$ cat src/rtl/mem_port_arbiter_pkg.sv
// rtl/mem_port_arbiter_pkg.sv - shared types for the unified memory port arbiter
package mem_port_arbiter_pkg;

    // Widths of the internal memory request bundle; the top-level ADDR_W/DATA_W must not exceed these.
    localparam int REQ_ADDR_W = 16;
    localparam int REQ_DATA_W = 16;

    // Latency counter width; covers MEM_LAT-1 for MEM_LAT up to 7.
    localparam int CNT_W = 3;

    typedef enum logic {
        ARB_IDLE,
        ARB_WAIT
    } arb_state_e;

    typedef enum logic [1:0] {
        OWN_NONE,
        OWN_IF,
        OWN_D
    } owner_e;

    typedef struct packed {
        logic                  en;
        logic                  we;
        logic [REQ_ADDR_W-1:0] addr;
        logic [REQ_DATA_W-1:0] wdata;
    } mem_req_t;

endpackage

$ cat src/rtl/mem_port_arbiter_lat_tracker.sv
// rtl/mem_port_arbiter_lat_tracker.sv - counts down the memory latency and remembers who owns the access
module mem_port_arbiter_lat_tracker
    import mem_port_arbiter_pkg::*;
#(
    parameter int MEM_LAT = 2
) (
    input  logic   clk,
    input  logic   rst,
    input  logic   gnt,
    input  owner_e gnt_owner,
    output logic   done,
    output owner_e owner
);

    logic [CNT_W-1:0] cnt;

    // A grant (including one made in a completion cycle) reloads the counter and owner;
    // otherwise the owner is released on completion or the counter keeps running down.
    always_ff @(posedge clk or negedge rst) begin
        if (!rst) begin
            cnt   <= '0;
            owner <= OWN_NONE;
        end else if (gnt) begin
            cnt   <= CNT_W'(MEM_LAT - 1);
            owner <= gnt_owner;
        end else if (done) begin
            owner <= OWN_NONE;
        end else if (owner != OWN_NONE) begin
            cnt   <= cnt - 1'b1;
        end
    end

    // The in-flight access completes in the cycle its counter has reached zero.
    always_comb begin
        done = (owner != OWN_NONE) && (cnt == '0);
    end

endmodule

$ cat src/rtl/mem_port_arbiter.sv
// rtl/mem_port_arbiter.sv - fetch/load-store arbiter for a single-port unified memory
module mem_port_arbiter
    import mem_port_arbiter_pkg::*;
#(
    parameter int ADDR_W     = 16,
    parameter int DATA_W     = 16,
    parameter int MEM_LAT    = 2,
    parameter int STARVE_MAX = 3
) (
    input  logic              clk,
    input  logic              rst,
    input  logic              if_req,
    input  logic [ADDR_W-1:0] if_addr,
    output logic              if_gnt,
    output logic              if_rvalid,
    output logic [DATA_W-1:0] if_rdata,
    output logic              if_stall,
    input  logic              d_req,
    input  logic              d_we,
    input  logic [ADDR_W-1:0] d_addr,
    input  logic [DATA_W-1:0] d_wdata,
    output logic              d_gnt,
    output logic              d_rvalid,
    output logic [DATA_W-1:0] d_rdata,
    output logic              d_stall,
    input  logic              halt,
    output logic              mem_en,
    output logic              mem_we,
    output logic [ADDR_W-1:0] mem_addr,
    output logic [DATA_W-1:0] mem_wdata,
    input  logic [DATA_W-1:0] mem_rdata,
    output logic              busy
);

    localparam int            SW         = (STARVE_MAX < 1) ? 1 : $clog2(STARVE_MAX + 1);
    localparam logic [SW-1:0] STARVE_TOP = SW'(STARVE_MAX);

    arb_state_e    state_q;
    arb_state_e    state_d;
    owner_e        owner;
    logic          done;
    logic          arb_point;
    logic          store_q;
    logic [SW-1:0] starve_q;
    mem_req_t      req;

    mem_port_arbiter_lat_tracker #(
        .MEM_LAT (MEM_LAT)
    ) u_lat_tracker (
        .clk       (clk),
        .rst       (rst),
        .gnt       (if_gnt | d_gnt),
        .gnt_owner (if_gnt ? OWN_IF : OWN_D),
        .done      (done),
        .owner     (owner)
    );

    // Arbitrate only when idle or completing; data wins unless absent or fetch has starved.
    // Grants are gated by reset so every output reads zero while reset is held.
    always_comb begin
        arb_point = (state_q == ARB_IDLE) || done;
        if_gnt    = 1'b0;
        d_gnt     = 1'b0;
        if (rst && arb_point) begin
            if (if_req && !halt && (!d_req || (starve_q == STARVE_TOP))) begin
                if_gnt = 1'b1;
            end else if (d_req) begin
                d_gnt = 1'b1;
            end
        end
    end

    // Drive the memory straight from the winner in the grant cycle.
    always_comb begin
        req = '0;
        if (if_gnt) begin
            req.en   = 1'b1;
            req.addr = REQ_ADDR_W'(if_addr);
        end else if (d_gnt) begin
            req.en    = 1'b1;
            req.we    = d_we;
            req.addr  = REQ_ADDR_W'(d_addr);
            req.wdata = REQ_DATA_W'(d_wdata);
        end
        mem_en    = req.en;
        mem_we    = req.we;
        mem_addr  = req.addr[ADDR_W-1:0];
        mem_wdata = req.wdata[DATA_W-1:0];
    end

    // IDLE/WAIT state register.
    always_ff @(posedge clk or negedge rst) begin
        if (!rst) begin
            state_q <= ARB_IDLE;
        end else begin
            state_q <= state_d;
        end
    end

    // A completion cycle may immediately start the next access.
    always_comb begin
        state_d = state_q;
        case (state_q)
            ARB_IDLE: if (if_gnt || d_gnt) state_d = ARB_WAIT;
            ARB_WAIT: if (done) state_d = (if_gnt || d_gnt) ? ARB_WAIT : ARB_IDLE;
            default:  state_d = ARB_IDLE;
        endcase
    end

    // Count data grants taken while fetch is waiting; any fetch grant or fetch idle clears it.
    always_ff @(posedge clk or negedge rst) begin
        if (!rst) begin
            starve_q <= '0;
        end else if (!if_req || if_gnt) begin
            starve_q <= '0;
        end else if (d_gnt && (starve_q != STARVE_TOP)) begin
            starve_q <= starve_q + 1'b1;
        end
    end

    // Remember whether the in-flight data access is a store so its completion returns zero data.
    always_ff @(posedge clk or negedge rst) begin
        if (!rst) begin
            store_q <= 1'b0;
        end else if (if_gnt || d_gnt) begin
            store_q <= d_gnt & d_we;
        end
    end

    // Completion routing, busy and stall lines.
    always_comb begin
        if_rvalid = done && (owner == OWN_IF);
        d_rvalid  = done && (owner == OWN_D);
        if_rdata  = if_rvalid ? mem_rdata : '0;
        d_rdata   = (d_rvalid && !store_q) ? mem_rdata : '0;
        busy      = (state_q == ARB_WAIT) && !done;
        if_stall  = rst && if_req && !if_gnt;
        d_stall   = rst && d_req && !d_gnt;
    end

endmodule

$ cat config.mk
export PLATFORM = sky130hd
export DESIGN_NAME = mem_port_arbiter
export DESIGN_NICKNAME = d
export VERILOG_FILES = /design/src/rtl/mem_port_arbiter_pkg.sv /design/src/rtl/mem_port_arbiter_lat_tracker.sv /design/src/rtl/mem_port_arbiter.sv
export SDC_FILE = /design/constraint.sdc
export NUM_CORES = 1
export LEC_CHECK = 0
export BUFFER_PORTS_ARGS = -buffer_cell sky130_fd_sc_hd__buf_2
export CAP_MARGIN = 15
export CORE_UTILIZATION = 31
export DETAILED_ROUTE_END_ITERATION = 16
export PLACE_DENSITY = 0.8
export SYNTH_ARGS = -nofsm -noshare
export SYNTH_HDL_FRONTEND = slang
export SYNTH_HIERARCHICAL = 1
export SYNTH_SLANG_ARGS = --single-unit
$ cat constraint.sdc
create_clock -name clk -period 2.9 [get_ports clk]
set_input_delay 0.145 -clock clk [delete_from_list [all_inputs] [get_ports clk]]
set_output_delay 0.145 -clock clk [all_outputs]
set_load 0.005 [all_outputs]
# After elaboration in Yosys (flattened, before gate mapping)
# Cells that the tools add are included.
# word_totals
inputBits	70
output_inout_bits	73
wordCells	68
ff_bits	9
# op_classes
add_sub_neg	2
bitwise	3
n_mux	23
n_eq_ne	5
n_reduce_logical	30
# op_table
operator	n
$mux 16	4
$mux 34	1
$logic_and 1x1->1	13
$mux 2	5
$mux 1	9
$mux 3	3
$reduce_bool 2->1	4
$logic_not 1->1	7
$eq 2x2->1 const B	2
$logic_or 1x1->1	4
$logic_not 3->1	1
$sub 3x1->3 const B	1
$add 2x1->2 const B	1
$eq 2x1->1 const B	1
$ne 2x1->1 const B	1
$ne 2x2->1 const B	1
$pmux 1 s2	1
$reduce_and 2->1	1
$and 1x1->1	1
$not 1->1	1
$or 1x1->1	1

# Logic depth before layout (Yosys ltp)
# Gate-level depths: netlist of the first run.
# depth
depth_word	9
ltp_mapped	10
depth_no_buf	9

# Hierarchy
# Netlist of the first run, hierarchy kept.
# modules_own_cells
mod	instances	area_per_inst_um2	cells_per_inst
mem_port_arbiter	1	779.5	104
mem_port_arbiter_lat_tracker	1	290.3	28

# Worst setup path before layout of the first run
# Ideal clock, no wire load.
# synth_path
path_kind	reg2reg
startpoint	register u_lat_tracker.cnt[0]
endpoint	register u_lat_tracker.cnt[1]
n_path_buf	1
t_arrival_ns	2.141
required_time_ns	2.775
path_stages_with_launch	11
period_less_slack_ns	2.266
path_slack_ns	0.634
path_cell_list	dfrtp_1 inv_1 ha_1 ha_1 o21a_1 nor2b_1 or4b_4 o21ai_0 buf_2 nor2b_1 mux2_4
# synth_between
elab_chain_cells	8
elab_cells_between_ends	14
# synth_lines
element	line_no	rtl
start: declaration	mem_port_arbiter_lat_tracker.sv:15	logic [CNT_W-1:0] cnt;
start signal: assignment	mem_port_arbiter_lat_tracker.sv:24	cnt <= CNT_W'(MEM_LAT - 1);
start signal: assignment	mem_port_arbiter_lat_tracker.sv:29	cnt <= cnt - 1'b1;
$logic_not 3->1 *	mem_port_arbiter_lat_tracker.sv:35	done = (owner != OWN_NONE) && (cnt == '0);
$logic_and 1x1->1 *	mem_port_arbiter_lat_tracker.sv:35	
via done	mem_port_arbiter.sv:41	logic done;
$logic_or 1x1->1	mem_port_arbiter.sv:61	arb_point = (state_q == ARB_IDLE) || done;
$logic_and 1x1->1	mem_port_arbiter.sv:64	if (rst && arb_point) begin
$mux 1	mem_port_arbiter.sv:64	
$or 1x1->1	mem_port_arbiter.sv:52	.gnt (if_gnt | d_gnt),
$ne 2x1->1 (no line) / $reduce_bool 2->1 (equally long branches)	--	
$reduce_and 2->1 (no line)	--	
# Mark *: on every way through the listed nets, which the timed path passes. The rest lies on a longest branch. The select of a mux whose other input is x is not followed.
# A chain may end at the register's enable or synchronous reset.

# Worst setup path in the final report of the first run
# layout_path
startpoint	register u_lat_tracker.cnt[0]
endpoint	output mem_en
# layout_between
elab_chain_cells	7
elab_cells_between_ends	8
# layout_lines
element	line_no	rtl
$logic_not 3->1 *	mem_port_arbiter_lat_tracker.sv:35	
$logic_and 1x1->1 *	mem_port_arbiter_lat_tracker.sv:35	
via done	mem_port_arbiter.sv:41	
$logic_or 1x1->1 *	mem_port_arbiter.sv:61	
$logic_and 1x1->1 *	mem_port_arbiter.sv:64	
$mux 1	mem_port_arbiter.sv:64	
$mux 34	mem_port_arbiter.sv:79	end else if (d_gnt) begin
$mux 1 *	mem_port_arbiter.sv:76	if (if_gnt) begin
end: declaration	mem_port_arbiter.sv:27	output logic mem_en,
# Mark *: on every way through the listed nets, which the timed path passes. The rest lies on a longest branch.

==> flow_metrics.env, run 1 <==
export IMPL_clk_pin_slew_ns=0.06
export IMPL_timing_rr_start="u_lat_tracker/cnt[0]"
export IMPL_vias=1467
export IMPL_synth_area_leaders="and2_1, dfrtp_1, a22o_1"
export IMPL_wl_met1_um=1290
export IMPL_yosys_area_top_type="and2_1"
export IMPL_std_cell_rows=20
export IMPL_ys_seq_area_frac=0.211
export IMPL_fin_tns_setup_ns=0
export IMPL_ant_nets=0
export IMPL_setup_viol=0
export IMPL_slew_headroom=0.499
export IMPL_syn_nets=205
export IMPL_met3_length_um=350
export IMPL_routedWlPerCell_um=10.9
export IMPL_overflow=0
export IMPL_path_class="flip-flop to output pin"
export IMPL_synth_top_area_frac=0.287
export IMPL_post_route_period_util=0.923
export IMPL_nets=347
export IMPL_slew_violations=0
export IMPL_synthArstFlopShare=1.00
export IMPL_period_minus_slack_ns=2.68
export IMPL_max_slew_worst_pin_slew_ns=0.748
export IMPL_start_util=0.339
export IMPL_path_max_fanout=11
export IMPL_drc=0
export IMPL_postPlaceCellArea_um2=1810
export IMPL_crit_path_start="u_lat_tracker/cnt[0]"
export IMPL_finalHoldViolCount=0
export IMPL_finalPower_w=0.000562
export IMPL_ys_top_cells_by_count="and2_1, a22o_1, dfrtp_1"
export IMPL_critPathLaunchType="flip-flop"
export IMPL_grt_use_total=0.184
export IMPL_cts_tree="yes"
export IMPL_synth_most_common_cell="and2_1"
export IMPL_holdWs_ns=0.104
export IMPL_layout_cells_non_filler=317
export IMPL_leakagePower_nw=1.16
export IMPL_antenna_found_initial=0
export IMPL_fin_worst_skew_ns=0.00161
export IMPL_synth_edf_count=0
export IMPL_gp_routability_congestion=0.837
export IMPL_io_buffers=142
export IMPL_place_inst=312
export IMPL_pwr_density_cell_nw_per_um2=305
export IMPL_htreeDepth=1
export IMPL_wl_um=3450
export IMPL_rsz0062_at_grt="false"
export IMPL_root_buffer="clkbuf_4"
export IMPL_via_per_inst=4.63
export IMPL_topRoutingLayerUsed="met4"
export IMPL_core_um2=3150
export IMPL_met2WireLength_um=1790
export IMPL_yosys_cell_types_count=28
export IMPL_synth_ff_type="dfrtp_1"
export IMPL_dieArea_um2=3690
export IMPL_grt_pass1_vias=1186
export IMPL_ios=143
export IMPL_clock_fmax_mhz=374
export IMPL_insertion_delay_ns=0.25
export IMPL_final_layout_size_suffix_gt1_frac=0.564
export IMPL_hp_start="d_we"
export IMPL_cts_setup_buffers=0
export IMPL_arrival_ns=2.53
export IMPL_syn_instance_count=132
export IMPL_max_cap_viol_count=0
export IMPL_ctsLongestPathBuffers=2
export IMPL_cts_made_buffers=3
export IMPL_syn_area_um2=1070
export IMPL_grt_pass1_wl_um=4970
export IMPL_ys_ff_latch=9
export IMPL_drt_iter0_drc=31
export IMPL_vdd_drop_max_v=0.000172
export IMPL_crit_path_end_kind="output pin"
export IMPL_die_y_um=60.7
export IMPL_outcome="finished clean"
export IMPL_synth_area_per_cell_um2=8.10
export IMPL_grt_start_max_net_pins=36
export IMPL_cts_sinks=9
export IMPL_finalInstanceArea_um2=1840
export IMPL_antenna_cells=0
export IMPL_synth_warnings=6
export IMPL_die_x_um=60.7
export IMPL_dp_hpwl_um=3000
export IMPL_worst_ep_required_time_ns=2.76
export IMPL_syn2layout_area_growth_pct=72.2
export IMPL_hold_path_class="input port to flip-flop"
export IMPL_drtPass1Iterations=4
-- logic make-up (layout without fill, tap and decap cells) --
group / Yosys count / in the layout / synth area share
compound gates: 31 / 31 / 0.233
fa+ha+maj: 3 / 3 / 0.0351
buf+inv: 13 / 154 / 0.0643
flops: 9 / 9 / 0.211
mux: 3 / 3 / 0.0374
simple gates: 73 / 73 / 0.420
-- registers in the layout, indices dropped and copies added (netlist names) --
name and flops:
starve_q 2, state_q 1, store_q 1, u_lat_tracker/cnt 3, u_lat_tracker/owner 2
-- worst paths after layout --
check | slack (ns) | depth (start not counted) | endpoint
min in group asynchronous | 0.30 | 2 | u_lat_tracker/cnt[2]
setup reg to reg | 0.35 | 9 | u_lat_tracker/cnt[1]
setup / recovery | 0.22 | 8 | mem_en
hold reg to reg | 0.57 | 2 | starve_q[1]
hold / removal | 0.10 | 2 | store_q
max in group asynchronous | 2.40 | 2 | store_q
-- stage by stage --
stage               setup slack, ns   util
CTS                           0.170  0.584
detailed placement            0.335  0.573
global placement              0.472  0.573
global route                 0.0219  0.584
finish                        0.223  0.584
floorplan                     0.634      -
-- cell usage in the layout, fill, tap and decap left out, types with 2 or more instances in the layout --
master    instances
o21ai_0           4
ha_1              3
and2_1           49
nor2b_1           6
nand2b_1          3
buf_4             2
inv_1             4
a22o_1           16
nand2_1           4
dfrtp_1           9
a21oi_1           3
mux2_4            2
nor2_1            6
clkbuf_4          3
buf_2           142
o31ai_1           2
-- report_power, final --
| group | switching, W | internal, W | total [W] |
|---|---|---|---|
| Sequential | 0.0000230 | 0.000161 | 0.000184 |
| Clock | 0.0000399 | 0.0000528 | 0.0000926 |
| Combinational | 0.000126 | 0.000159 | 0.000285 |
| Total | 0.000189 | 0.000373 | 0.000562 |
-- timing repair --
action,in CTS,in global routing
endpoints found under the setup margin,0,1
resized for setup,0,1
hold buffers,1,0
endpoints found under the hold margin,9,0
-- per-layer routing --
metal,vias to the layer above,GRT usage
li1,736,-
met1,639,0.174
met2,90,0.377
met3,2,0.0597
met4,0,0.0390
met5,-,0
-- critical path, cell delays in order, from the launching register on --
cell and delay (ns):
dfrtp_1 0.38, inv_1 0.06, ha_1 0.15, ha_1 0.22, o21a_1 0.18, nor2b_1 0.12, or4b_4 0.57, o21ai_1 0.36
buf_2 0.23
-- cell type report --
type                       instances  area, um^2
clock buffer                       4        26.3
inverter                           5        23.8
tap                               44        55.1
fill                             319        1310
timing repair buffer             145         736
multi-input combinational        110         776
sequential                         9         225
Power figures use the tool's default switching activity.
==> run 2: changes to the inputs <==
Settings changed: ABC_AREA set to 1, CORE_UTILIZATION 31 to 33.
Clock period 2.9 ns to 2.87 ns, I/O delays scaled along.
==> run 2 against run 1 <==
  * Final area grew 6.4%
  * First-iteration DRC count rose by 42%
  * Final cell count grew 27%
  * Worst hold slack improved by 0.038 ns
  * Via count grew 15%
  * Global-route usage shrank 0.31 points
  * Clock power increased by 6.2%
  * Non-clock buffer count is the same
  * Die area is 5.5% higher
  * Critical path depth stayed put
  * Sequential power up 10%
==> flow_metrics.env, run 2 <==
export IMPL_postPlaceCellArea_um2=1920
export IMPL_yosys_cell_types_count=20
export IMPL_grt_pass1_vias=1520
export IMPL_finalPower_w=0.000787
export IMPL_gp_routability_congestion=0.794
export IMPL_dp_hpwl_um=3100
export IMPL_vdd_drop_max_v=0.000285
export IMPL_pwr_density_cell_nw_per_um2=402
export IMPL_nets=432
export IMPL_grt_pass1_wl_um=5960
export IMPL_vias=1690
export IMPL_root_buffer="clkbuf_4"
export IMPL_outcome="finished clean"
export IMPL_ys_top_cells_by_count="nand2_1, inv_1, nor2_1"
export IMPL_hold_path_class="input port to flip-flop"
export IMPL_slew_violations=0
export IMPL_fin_tns_setup_ns=0
export IMPL_via_per_inst=4.18
export IMPL_core_um2=3420
export IMPL_syn2layout_area_growth_pct=62.8
export IMPL_layout_commonest_cell="buf_2"
export IMPL_finalInstanceArea_um2=1960
export IMPL_rsz0062_at_grt="false"
export IMPL_ios=143
export IMPL_insertion_delay_ns=0.27
export IMPL_syn_area_um2=1200
export IMPL_routedWlPerCell_um=9.02
export IMPL_drc=0
export IMPL_overflow=0
export IMPL_synth_top_area_frac=0.203
export IMPL_finalHoldViolCount=0
export IMPL_setup_viol=0
export IMPL_cts_made_buffers=3
export IMPL_arrival_ns=2.06
export IMPL_drtPass1Iterations=4
export IMPL_critPathLaunchType="flip-flop"
export IMPL_cts_sinks=9
export IMPL_grt_use_total=0.181
export IMPL_cts_resized=0
export IMPL_grt_start_max_net_pins=22
export IMPL_std_cell_rows=21
export IMPL_path_max_fanout=17
export IMPL_reg_largest_list="u_lat_tracker/cnt (3), starve_q (2), u_lat_tracker/owner (2)"
export IMPL_htreeDepth=1
export IMPL_synth_ff_type="dfrtp_1"
export IMPL_post_route_period_util=0.769
export IMPL_syn_nets=289
export IMPL_crit_path_end_kind="output pin"
export IMPL_ant_nets=0
export IMPL_synth_warnings=6
export IMPL_antenna_found_initial=0
export IMPL_synth_edf_count=0
export IMPL_drt_iter0_drc=44
export IMPL_wl_um=3640
export IMPL_regMostFlops="u_lat_tracker/cnt"
export IMPL_leakagePower_nw=1.46
export IMPL_period_minus_slack_ns=2.21
export IMPL_start_util=0.352
export IMPL_max_cap_viol_count=0
export IMPL_clk_pin_slew_ns=0.06
export IMPL_ys_seq_area_frac=0.187
export IMPL_path_class="flip-flop to output pin"
export IMPL_clock_fmax_mhz=453
export IMPL_slew_headroom=0.565
export IMPL_synth_area_per_cell_um2=5.57
export IMPL_synth_area_leaders="nand2_1, dfrtp_1, inv_1"
export IMPL_ys_ff_latch=9
export IMPL_io_buffers=142
export IMPL_yosys_area_top_type="nand2_1"
export IMPL_worst_ep_required_time_ns=2.73
export IMPL_cts_tree="yes"
export IMPL_ctsLongestPathBuffers=2
export IMPL_hold_buffers=1
export IMPL_die_x_um=62.4
export IMPL_final_layout_size_suffix_gt1_frac=0.483
export IMPL_die_y_um=62.4
export IMPL_syn_instance_count=216
export IMPL_max_slew_worst_pin_slew_ns=0.651
export IMPL_cts_setup_buffers=0
export IMPL_antenna_cells=0
export IMPL_dieArea_um2=3890
export IMPL_final_cell_mix="buf_2, nand2_1, inv_1"
export IMPL_synth_most_common_cell="nand2_1"
export IMPL_largest_reg_flops=3
export IMPL_synthArstFlopShare=1.00
export IMPL_fin_worst_skew_ns=0.00712
## run 2: area by class of cell
class                      instances  area [um^2]
clock buffer                       4         26.3
fill                             341         1460
inverter                          54          203
multi-input combinational        146          712
sequential                         9          225
tap                               46         57.6
timing repair buffer             145          736
## run 2: critical path: stages, from the launching register on
cell,delay (ns)
dfrtp_1,0.38
inv_1,0.08
ha_1,0.14
ha_1,0.17
o21ai_2,0.08
inv_1,0.09
nand3_1,0.46
nor2_1,0.26
buf_2,0.14
## run 2: final timing paths
kind	from	end	slack [ns]	cells past startpoint
max in group asynchronous	rst	starve_q[0]	2.38	2
worst max register to register	u_lat_tracker/cnt[0]	starve_q[0]	0.97	13
worst min register to register	u_lat_tracker/cnt[0]	u_lat_tracker/cnt[0]	0.49	2
worst min-delay path	d_we	store_q	0.14	3
min in group asynchronous	rst	u_lat_tracker/cnt[1]	0.28	2
worst max-delay path	u_lat_tracker/cnt[0]	if_rdata[2]	0.66	8
## run 2: cell families after synthesis
kind of cell / after synthesis / share of synthesized area
AO/OA/AOI/OAI: 4 / 0.0260
adder cells (fa/ha/maj): 3 / 0.0312
buffers and inverters: 61 / 0.221
flip-flops: 9 / 0.187
AND/OR/NAND/NOR: 139 / 0.534
## run 2: where the power goes
group          total [W]  leakage, nW  switching (W)  internal (W)
sequential      0.000203        0.115      0.0000327      0.000170
combinational   0.000486         1.33       0.000285      0.000201
clock          0.0000983       0.0150      0.0000447     0.0000536
total           0.000787         1.46       0.000363      0.000425
## run 2: per-stage QoR
step | setup slack, ns | std cells | hold WS, ns | utilization
2_1_floorplan | 1.06 | 216 | -0.152 | -
3_3_place_gp | 1.01 | 399 | 0.0219 | 0.563
3_5_place_dp | 0.949 | 399 | 0.0246 | 0.563
4_1_cts | 0.664 | 404 | 0.146 | 0.574
5_1_grt | 0.454 | 404 | 0.150 | 0.574
6_report | 0.663 | 404 | 0.142 | 0.574
## run 2: layer usage
| layer | vias to the layer above | wire length [um] | global-route usage |
|---|---|---|---|
| met3 | 5 | 299 | 0.0310 |
| met4 | 0 | 29 | 0.0494 |
| li1 | 900 | - | - |
| met1 | 700 | 1440 | 0.184 |
| met2 | 85 | 1880 | 0.370 |
| met5 | - | 0 | 0 |
==> run 3: changes to the inputs <==
Settings changed: CORE_UTILIZATION 33 to 30, PLACE_DENSITY 0.8 to 0.77.
Clock period 2.87 ns to 1.8 ns, I/O delays scaled along.
==> run 3 against run 2 <==
  * Count of clock-buffer cells in the layout shrank 1
  * First-iteration DRC count shrank 2.3%
  * Via count grew 5.9%
  * Final area grew 18%
  * Sequential share of layout area shrank 1.8 points
  * The run now ends with negative setup slack left
  * Critical endpoint is now mem_addr[12]
==> flow_metrics.env, run 3 (same netlist as run 2, synthesis figures left out) <==
export IMPL_outcome="finished, violations left"
export IMPL_violations="negative setup slack"
export IMPL_combPwrFrac=0.664
export IMPL_start_util=0.322
export IMPL_max_cap_viol_count=0
export IMPL_regMostFlops="u_lat_tracker/cnt"
export IMPL_antenna_cells=0
export IMPL_die_y_um=65.3
export IMPL_drtPass1Iterations=4
export IMPL_timing_rr_end="starve_q[0]"
export IMPL_layout_commonest_cell="buf_2"
export IMPL_die_x_um=65.3
export IMPL_setup_viol=57
export IMPL_cts_tree="yes"
export IMPL_grt_pass1_vias=1594
export IMPL_leakagePower_nw=1.59
export IMPL_ios=143
export IMPL_htreeDepth=1
export IMPL_r2r_slack_ns=-0.06
export IMPL_nets=453
export IMPL_critPathLaunchType="flip-flop"
export IMPL_multi_input_area_um2=842
export IMPL_min_to="store_q"
export IMPL_final_layout_size_suffix_gt1_frac=0.594
export IMPL_postPlaceCellArea_um2=2010
export IMPL_cts_sinks=9
export IMPL_worst_ep_required_time_ns=1.71
export IMPL_met2WireLength_um=2430
export IMPL_ctsLongestPathBuffers=2
export IMPL_path_class="flip-flop to output pin"
export IMPL_pwr_share_seq=0.197
export IMPL_reg2regPathDepth=13
export IMPL_rsz0062_at_grt="true"
export IMPL_insertion_delay_ns=0.23
export IMPL_period_minus_slack_ns=1.99
export IMPL_timing_rr_start="u_lat_tracker/cnt[0]"
export IMPL_grt_use_total=0.187
export IMPL_seq_area_um2=225
export IMPL_post_route_period_util=1.11
export IMPL_wl_met1_um=1580
export IMPL_drt_iter0_drc=43
export IMPL_max_slew_worst_pin_slew_ns=0.425
export IMPL_hold_path_class="input port to flip-flop"
export IMPL_io_buffers=142
export IMPL_clock_fmax_mhz=502
export IMPL_ant_nets=0
export IMPL_slew_headroom=0.716
export IMPL_core_um2=3740
export IMPL_vias=1790
export IMPL_grt_start_max_net_pins=20
export IMPL_finalHoldViolCount=0
export IMPL_largest_reg_flops=3
export IMPL_num_fill_cells=368
export IMPL_clk_pin_slew_ns=0.05
export IMPL_hp_start="d_we"
export IMPL_drc=0
export IMPL_routedWlPerCell_um=10.1
export IMPL_overflow=0
export IMPL_crit_path_end_kind="output pin"
export IMPL_swShare=0.440
export IMPL_holdPathStages=3
export IMPL_wl_um=4300
export IMPL_place_inst=410
export IMPL_grt_pass1_wl_um=6400
export IMPL_path_max_fanout=7
export IMPL_syn2layout_area_growth_pct=92.5
export IMPL_final_cell_mix="buf_2, nand2_1, inv_1"
export IMPL_root_buffer="clkbuf_8"
export IMPL_layout_cells_non_filler=427
export IMPL_p_int_w=0.000970
export IMPL_antenna_found_initial=0
export IMPL_power_switching_w=0.000761
export IMPL_std_cell_rows=22
export IMPL_dp_hpwl_um=3140
export IMPL_holdWs_ns=0.131
export IMPL_setup_ws_ns=-0.190
export IMPL_clockPowerShare=0.139
export IMPL_pwr_density_cell_nw_per_um2=747
export IMPL_gp_routability_congestion=0.809
export IMPL_fin_worst_skew_ns=0.000597
export IMPL_arrival_ns=1.90
export IMPL_vdd_drop_max_v=0.000378
export IMPL_finalPower_w=0.00173
export IMPL_reg_largest_list="u_lat_tracker/cnt (3), starve_q (2), u_lat_tracker/owner (2)"
export IMPL_slew_violations=0
export IMPL_dieArea_um2=4270
export IMPL_cts_made_buffers=3
export IMPL_via_per_inst=4.19
export IMPL_finalInstanceArea_um2=2320
export IMPL_topRoutingLayerUsed="met4"
export IMPL_met3_length_um=243
[run 3: worst max path at each step]
stage,from,to,slack (ns)
after floorplan,u_lat_tracker/cnt[0],u_lat_tracker/cnt[2],0.01
after global placement,u_lat_tracker/cnt[0],mem_addr[6],0.02
after detailed placement,u_lat_tracker/cnt[0],mem_addr[6],-0.02
after CTS,u_lat_tracker/cnt[0],mem_we,-0.16
after global routing,u_lat_tracker/cnt[0],mem_addr[6],-0.29
final,u_lat_tracker/cnt[0],mem_addr[12],-0.19
[run 3: worst max-delay path, stage by stage (launching register included)]
cell and delay, ns:
dfrtp_1 0.39, inv_2 0.08, ha_4 0.14, ha_4 0.14, o21ai_4 0.06, inv_2 0.08
inv_4 0.05, nand2_4 0.06, nand2_4 0.05, nor2_4 0.23, buf_6 0.16, nand2_2 0.05
nand2_1 0.06, buf_2 0.11
[run 3: metal layers]
metal,up-vias,global-route usage
li1,941,-
met1,769,0.188
met2,76,0.379
met3,4,0.0295
met4,0,0.0652
met5,-,0
[run 3: final cells by class]
cell class / instances / share of cell area
Clock buffer: 3 / 0.0178
Clock inverter: 1 / 0.00216
Sequential cell: 9 / 0.0972
Tap cell: 48 / 0.0259
Timing Repair Buffer: 165 / 0.403
Multi-Input combinational cell: 147 / 0.363
Inverter: 54 / 0.0907
[run 3: power groups by stage]
| stage | clock, W | sequential, W | combinational, W |
|---|---|---|---|
| floorplan | 0 | 0.000319 | 0.000516 |
| global placement | 0 | 0.000325 | 0.000829 |
| detailed placement | 0 | 0.000328 | 0.000848 |
| CTS | 0.000246 | 0.000330 | 0.00101 |
| global route | 0.000258 | 0.000346 | 0.00127 |
| finish | 0.000240 | 0.000341 | 0.00115 |
[run 3: stage by stage]
stage | util | setup WS, ns | setup TNS, ns
after detailed placement | 0.536 | -0.0228 | -0.226
after global placement | 0.536 | 0.0239 | 0
after CTS | 0.592 | -0.156 | -7.32
after global routing | 0.619 | -0.295 | -14.30
final | 0.619 | -0.190 | -8.06
after floorplan | - | 0.00978 | 0
[run 3: what timing repair did]
action	in CTS	in global routing
gates cloned	3	0
endpoints found under the setup margin	57	70
pin swaps	17	16
gates resized for setup	28	22
hold endpoints to repair	9	0
hold buffers	1	0
buffers inserted	4	5
